`src/rtl/cpu_pkg.sv`:
```
// Shared CPU pipeline definitions: hazard FSM encoding, stall/flush bit indices, register-select width.
// Latency: n/a (constants only).
// Backpressure: n/a.
package cpu_pkg;

  // Default architectural register-select width (32 registers).
  localparam int REG_SEL = 5;

  // Hazard controller FSM states.
  localparam logic [0:0] ST_RUN  = 1'b0;
  localparam logic [0:0] ST_WAIT = 1'b1;

  // stall vector: {exmem, idex, ifid, pc}, 1 = hold the register.
  localparam int STALL_PC    = 0;
  localparam int STALL_IFID  = 1;
  localparam int STALL_IDEX  = 2;
  localparam int STALL_EXMEM = 3;

  // flush vector: {memwb, exmem, idex, ifid}, 1 = load a NOP bubble.
  localparam int FLUSH_IFID  = 0;
  localparam int FLUSH_IDEX  = 1;
  localparam int FLUSH_EXMEM = 2;
  localparam int FLUSH_MEMWB = 3;

endpackage

```
`src/rtl/sat_counter.sv`:
```
// Saturating up-counter: counts inc pulses, sticks at all-ones, clr returns it to zero.
// Latency: count reflects inc on the next rising edge of clk.
// Backpressure: none; inc is sampled every cycle.
//   clk   : clock, rising edge
//   clr   : synchronous clear, overrides inc
//   inc   : add one this cycle (ignored once saturated)
//   count : current value
module sat_counter #(
  parameter int WIDTH = 32
) (
  input  logic             clk,
  input  logic             clr,
  input  logic             inc,
  output logic [WIDTH-1:0] count
);

  always_ff @(posedge clk) begin
    if (clr) begin
      count <= '0;
    end else if (inc && (count != '1)) begin
      count <= count + WIDTH'(1);
    end
  end

endmodule

```
`src/rtl/pipeline_hazard_ctrl.sv`:
```
// Pipeline hazard controller: load-use stall, redirect flush, data-memory wait/timeout handling.
// Latency: stall/flush are combinational (zero cycles); mem_fault and counters update on the next edge.
// Backpressure: a memory wait holds every pipeline register; a timeout releases it and raises mem_fault.
//   clk, rst               : clock and synchronous active-high reset
//   id_rs1/id_rs2/id_use   : ID-stage source registers and which of them are read
//   ex_rd/ex_mem_read      : EX-stage destination and load flag
//   mem_req/mem_ready      : MEM-stage access and data-memory completion
//   redirect               : taken branch/jump resolved in MEM
//   fault_clr              : clears the sticky mem_fault
//   stall/flush            : per-register hold and bubble controls
//   mem_fault              : sticky memory-timeout flag
//   stall_count/flush_count: saturating event counters
module pipeline_hazard_ctrl #(
  parameter int REG_SEL     = 5,
  parameter int MEM_TIMEOUT = 16,
  parameter int CNT_WIDTH   = 32
) (
  input  logic                 clk,
  input  logic                 rst,
  input  logic [REG_SEL-1:0]   id_rs1,
  input  logic [REG_SEL-1:0]   id_rs2,
  input  logic [1:0]           id_use,
  input  logic [REG_SEL-1:0]   ex_rd,
  input  logic                 ex_mem_read,
  input  logic                 mem_req,
  input  logic                 mem_ready,
  input  logic                 redirect,
  input  logic                 fault_clr,
  output logic [3:0]           stall,
  output logic [3:0]           flush,
  output logic                 mem_fault,
  output logic [CNT_WIDTH-1:0] stall_count,
  output logic [CNT_WIDTH-1:0] flush_count
);

  import cpu_pkg::*;

  localparam logic [7:0] TIMEOUT_VAL = 8'(MEM_TIMEOUT);

  logic [0:0] state;
  logic [7:0] wait_cnt;
  logic       mem_wait;
  logic       timeout;
  logic       load_use;
  logic       redirect_taken;

  // Memory wait is evaluated the same way in RUN and WAIT; the state only
  // decides whether the wait counter is loaded or advanced.
  assign mem_wait = mem_req && !mem_ready;
  assign timeout  = (state == ST_WAIT) && mem_wait && (wait_cnt == TIMEOUT_VAL);

  // x0 is hardwired to zero, so a load into it never creates a dependency.
  assign load_use = ex_mem_read && (ex_rd != '0) &&
                    ((id_use[0] && (ex_rd == id_rs1)) ||
                     (id_use[1] && (ex_rd == id_rs2)));

  // A timeout cycle always carries mem_wait, so this also excludes it.
  assign redirect_taken = redirect && !mem_wait && !rst;

  // Priority: reset, timeout, memory wait, redirect, load-use. A redirect
  // wins over load-use because the dependent ID instruction is flushed anyway.
  always_comb begin
    stall = '0;
    flush = '0;
    if (rst) begin
      flush = 4'b1111;
    end else if (timeout) begin
      // Abandon the access: let the pipeline move and bubble MEM/WB.
      flush[FLUSH_MEMWB] = 1'b1;
    end else if (mem_wait) begin
      stall              = 4'b1111;
      flush[FLUSH_MEMWB] = 1'b1;
    end else if (redirect) begin
      flush[FLUSH_IFID]  = 1'b1;
      flush[FLUSH_IDEX]  = 1'b1;
      flush[FLUSH_EXMEM] = 1'b1;
    end else if (load_use) begin
      stall[STALL_PC]   = 1'b1;
      stall[STALL_IFID] = 1'b1;
      flush[FLUSH_IDEX] = 1'b1;
    end
  end

  always_ff @(posedge clk) begin
    if (rst) begin
      state     <= ST_RUN;
      wait_cnt  <= '0;
      mem_fault <= 1'b0;
    end else begin
      // Set takes precedence so a coincident clear cannot lose a fault.
      if (timeout) begin
        mem_fault <= 1'b1;
      end else if (fault_clr) begin
        mem_fault <= 1'b0;
      end

      case (state)
        ST_RUN: begin
          if (mem_wait) begin
            state    <= ST_WAIT;
            wait_cnt <= 8'd1;
          end
        end
        ST_WAIT: begin
          if (!mem_wait || timeout) begin
            state    <= ST_RUN;
            wait_cnt <= '0;
          end else begin
            wait_cnt <= wait_cnt + 8'd1;
          end
        end
        default: begin
          state    <= ST_RUN;
          wait_cnt <= '0;
        end
      endcase
    end
  end

  sat_counter #(.WIDTH(CNT_WIDTH)) u_stall_cnt (
    .clk   (clk),
    .clr   (rst),
    .inc   (stall[STALL_PC]),
    .count (stall_count)
  );

  sat_counter #(.WIDTH(CNT_WIDTH)) u_flush_cnt (
    .clk   (clk),
    .clr   (rst),
    .inc   (redirect_taken),
    .count (flush_count)
  );

endmodule

```
`config.mk`:
```
export PLATFORM = sky130hd
export DESIGN_NAME = pipeline_hazard_ctrl
export DESIGN_NICKNAME = d
export VERILOG_FILES = /design/src/rtl/cpu_pkg.sv /design/src/rtl/sat_counter.sv /design/src/rtl/pipeline_hazard_ctrl.sv
export SDC_FILE = /design/constraint.sdc
export NUM_CORES = 1
export LEC_CHECK = 0
export CAP_MARGIN = 20
export CORE_MARGIN = 1.5
export CORE_UTILIZATION = 45
export CTS_CLUSTER_DIAMETER = 40
export DETAILED_ROUTE_END_ITERATION = 10
export GPL_TIMING_DRIVEN = 0
export PLACE_DENSITY = 0.77
export SLEW_MARGIN = 10
export SYNTH_ARGS = -nofsm -noshare
export SYNTH_HDL_FRONTEND = slang
export SYNTH_SLANG_ARGS = --single-unit
```
`constraint.sdc`:
```
create_clock -name clk -period 3.1 [get_ports clk]
set_clock_uncertainty 0.15 [all_clocks]
set_input_delay 0.62 -clock clk [delete_from_list [all_inputs] [get_ports clk]]
set_output_delay 0.62 -clock clk [all_outputs]
set_load 0.005 [all_outputs]
```
==> results.sh <==
export IMPL_status="finished clean"
export IMPL_drtIter0Drc=209
export IMPL_syn_area_mm2=0.00386
export IMPL_drtAntennaViolNets=0
export IMPL_synth_ff_type="dfxtp_1"
export IMPL_period_share_pct=98.0
export IMPL_grt_ovfl_total=0
export IMPL_synthesis_nets=499
export IMPL_clock_fmax_mhz=329
export IMPL_place_area_mm2=0.00495
export IMPL_drive_gt1_share_pct=11.4
export IMPL_worstHoldStart="mem_fault"
export IMPL_cp_start_kind="input pin"
export IMPL_design_area_mm2=0.00527
export IMPL_rows=33
export IMPL_dp_cells=672
export IMPL_die_y_um=95.6
export IMPL_fin_nets=617
export IMPL_final_max_slew_viol_count=0
export IMPL_whs_ns=0.327
export IMPL_die_w_um=95.6
export IMPL_synth_edf_count=0
export IMPL_numCtsBuffers=9
export IMPL_maxCapViolations=0
export IMPL_area_growth_pct=36.6
export IMPL_dieArea_mm2=0.00914
export IMPL_worstPathRequired_ns=2.33
export IMPL_grt_start_max_net_pins=14
export IMPL_hold_viol=0
export IMPL_cts_root_buf="clkbuf_8"
export IMPL_cts_tree="done"
export IMPL_first_pass_iters=4
export IMPL_core_area_mm2=0.00826
export IMPL_finalSetupViolCount=0
export IMPL_num_io_pins=97
export IMPL_ys_types=52
export IMPL_setup_worst_path_end_class="output pin"
export IMPL_hp_class="reg2reg"
export IMPL_cellPowerDensity_mw_per_mm2=354
export IMPL_irDropWorstVdd_mv=0.269
export IMPL_cts_hold_buffers=0
export IMPL_clock_sinks=74
export IMPL_yosys_warnings=0
export IMPL_drt_wirelength_per_cell_um=14.3
export IMPL_cp_data_arrival_time_ns=2.27
export IMPL_cts_buffer_depth=2
export IMPL_reg2reg_from="wait_cnt[0]"
export IMPL_fillers=721
export IMPL_gp_congestion=0.833
export IMPL_ys_seq_elements=74
export IMPL_crit_path_start="id_rs2[4]"
export IMPL_rsz0062_at_grt="false"
export IMPL_worstSkewPairLatency_ns=0.36
export IMPL_period_minus_slack_ns=3.04
export IMPL_dp_hpwl_um=7100
export IMPL_synth_cells=471
export IMPL_via_per_inst=5.42
export IMPL_syn_avg_cell_area_um2=8.19
export IMPL_path_clk_slew_ns=0.08
export IMPL_diodes=0
export IMPL_p_leak_nw=1.86
export IMPL_maxSlewHeadroom_pct=60.9
export IMPL_tightest_slew_ns=0.586
export IMPL_initial_utilization_pct=46.7
export IMPL_ys_seq_area_share_pct=38.4
export IMPL_grt_pass1_vias=3534
export IMPL_htreeDepth=3
export IMPL_vias=3788
export IMPL_drcViolationCount=0
export IMPL_grt_pass1_wl_um=16200
export IMPL_grtUsageTotal_pct=22.7
export IMPL_critPathMaxFanout=2
export IMPL_worstSetupPathType="in2out"
export IMPL_port_buffer_count=96
export IMPL_antenna_found_initial=0
export IMPL_instances_no_fill=699
export IMPL_ys_async_sr_fraction_pct=0
export IMPL_routed_wirelength_um=10000
through the flow:
stage               worst slack, ns  TNS [ns]  util, %  total power, W
finish                       0.0608         0     63.8         0.00186
global route                0.00328         0     63.8         0.00192
CTS                          0.0617         0     63.7         0.00187
detailed placement           -0.562     -2.64     60.0         0.00113
global placement             -0.564     -2.51     60.0         0.00112
floorplan                     0.519         0        -         0.00105
registers in the layout, indices dropped and copies added (netlist names):
name               count
mem_fault              1
u_stall_cnt.count     32
wait_cnt               8
u_flush_cnt.count     32
state                  1
worst paths after layout:
check	slack, ns	cells past startpoint	end
worst max-delay path	0.06	7	flush[1]
worst min register to register	0.33	2	mem_fault
worst min-delay path	0.33	2	mem_fault
worst max register to register	0.33	16	u_stall_cnt.count[9]
placed cells by master, fill, tap and decap left out, types with 3 or more instances in the layout:
master / n
clkdlybuf4s50_1: 86
dlygate4sd2_1: 8
o31ai_1: 3
nor2b_1: 8
clkinv_2: 3
nor3_1: 14
nand4_1: 21
nand2b_1: 5
dfxtp_1: 74
and3_1: 12
xnor2_1: 34
o21ai_0: 12
nor4_1: 4
or3_1: 9
and2_1: 3
or4_1: 5
inv_1: 10
buf_4: 18
ha_1: 4
clkbuf_1: 9
clkbuf_8: 11
nor2_1: 76
nand2_1: 34
buf_2: 4
and4_1: 8
a21oi_1: 23
nand3b_1: 3
mux2_2: 8
a21o_1: 3
xor2_1: 16
nand3_1: 28
synth_stat cells (3+ instances only):
master / count / share of area (%)
nor2_1: 78 / 7.6
nand3b_1: 3 / 0.58
buf_4: 5 / 0.97
xnor2_1: 34 / 7.7
or4_1: 5 / 0.97
nand2_1: 35 / 3.4
xor2_1: 16 / 3.6
o31ai_1: 3 / 0.58
nor3_1: 14 / 1.8
and4_1: 8 / 1.8
mux2_2: 8 / 2.3
a21o_1: 3 / 0.58
nand3_1: 28 / 3.6
nor4_1: 4 / 0.65
clkbuf_1: 11 / 1.1
nand4_1: 21 / 3.4
or3_1: 9 / 1.5
nor2b_1: 9 / 1.5
dfxtp_1: 74 / 38
o21ai_0: 12 / 1.6
nand2b_1: 6 / 0.97
a21oi_1: 23 / 3.0
inv_1: 10 / 0.97
ha_1: 4 / 1.3
and3_1: 12 / 1.9
buf_2: 5 / 0.65
and2_1: 3 / 0.49
logic make-up after synthesis:
kind of cell / share of synthesized area [%]
adders and majority gates: 1.30
muxes: 2.63
and+or+nand+nor: 33.1
DFF: 38.4
buffers and inverters: 4.44
xor gates and xnor gates: 11.3
AOI/OAI and AO/OA: 8.82
what timing repair did:
item                                    in CTS  in global routing
endpoints found under the setup margin       6                  7
hold endpoints to repair                     0                  0
gates resized for setup                     23                  2
buffers inserted                            11                  1
pin swaps                                    6                  2
where the power goes:
group | internal [W] | total, W | switching [W]
logic | 0.0000777 | 0.000158 | 0.0000800
registers | 0.000954 | 0.000958 | 0.00000464
clock network | 0.000370 | 0.000748 | 0.000378
routing by layer:
layer	part of all wire, %	vias to the layer above	wire length, µm	GRT usage (%)
met5	0	-	0	0
met4	1.8	0	184	6.99
met3	5.1	14	509	6.22
met2	49	93	4890	38.7
met1	44	1803	4430	27.6
li1	-	1878	-	-
layout make-up:
type	instances	area, µm²	area share [%]
Buffer	23	143	2.71
Clock buffer	9	124	2.35
Clock inverter	7	70.1	1.33
Inverter	10	37.5	0.712
Multi-Input combinational cell	363	2250	42.6
Sequential cell	74	1480	28.1
Tap cell	105	131	2.49
Timing Repair Buffer	108	1040	19.7
worst max-delay path, cell delays in order:
cell and delay [ns]:
clkdlybuf4s50_1 0.47, xnor2_1 0.11, nand4_1 0.12, o22ai_2 0.25
nand3_1 0.12, nand2_1 0.08, clkdlybuf4s50_1 0.50
Note: power is estimated with default switching activity, not from simulation.
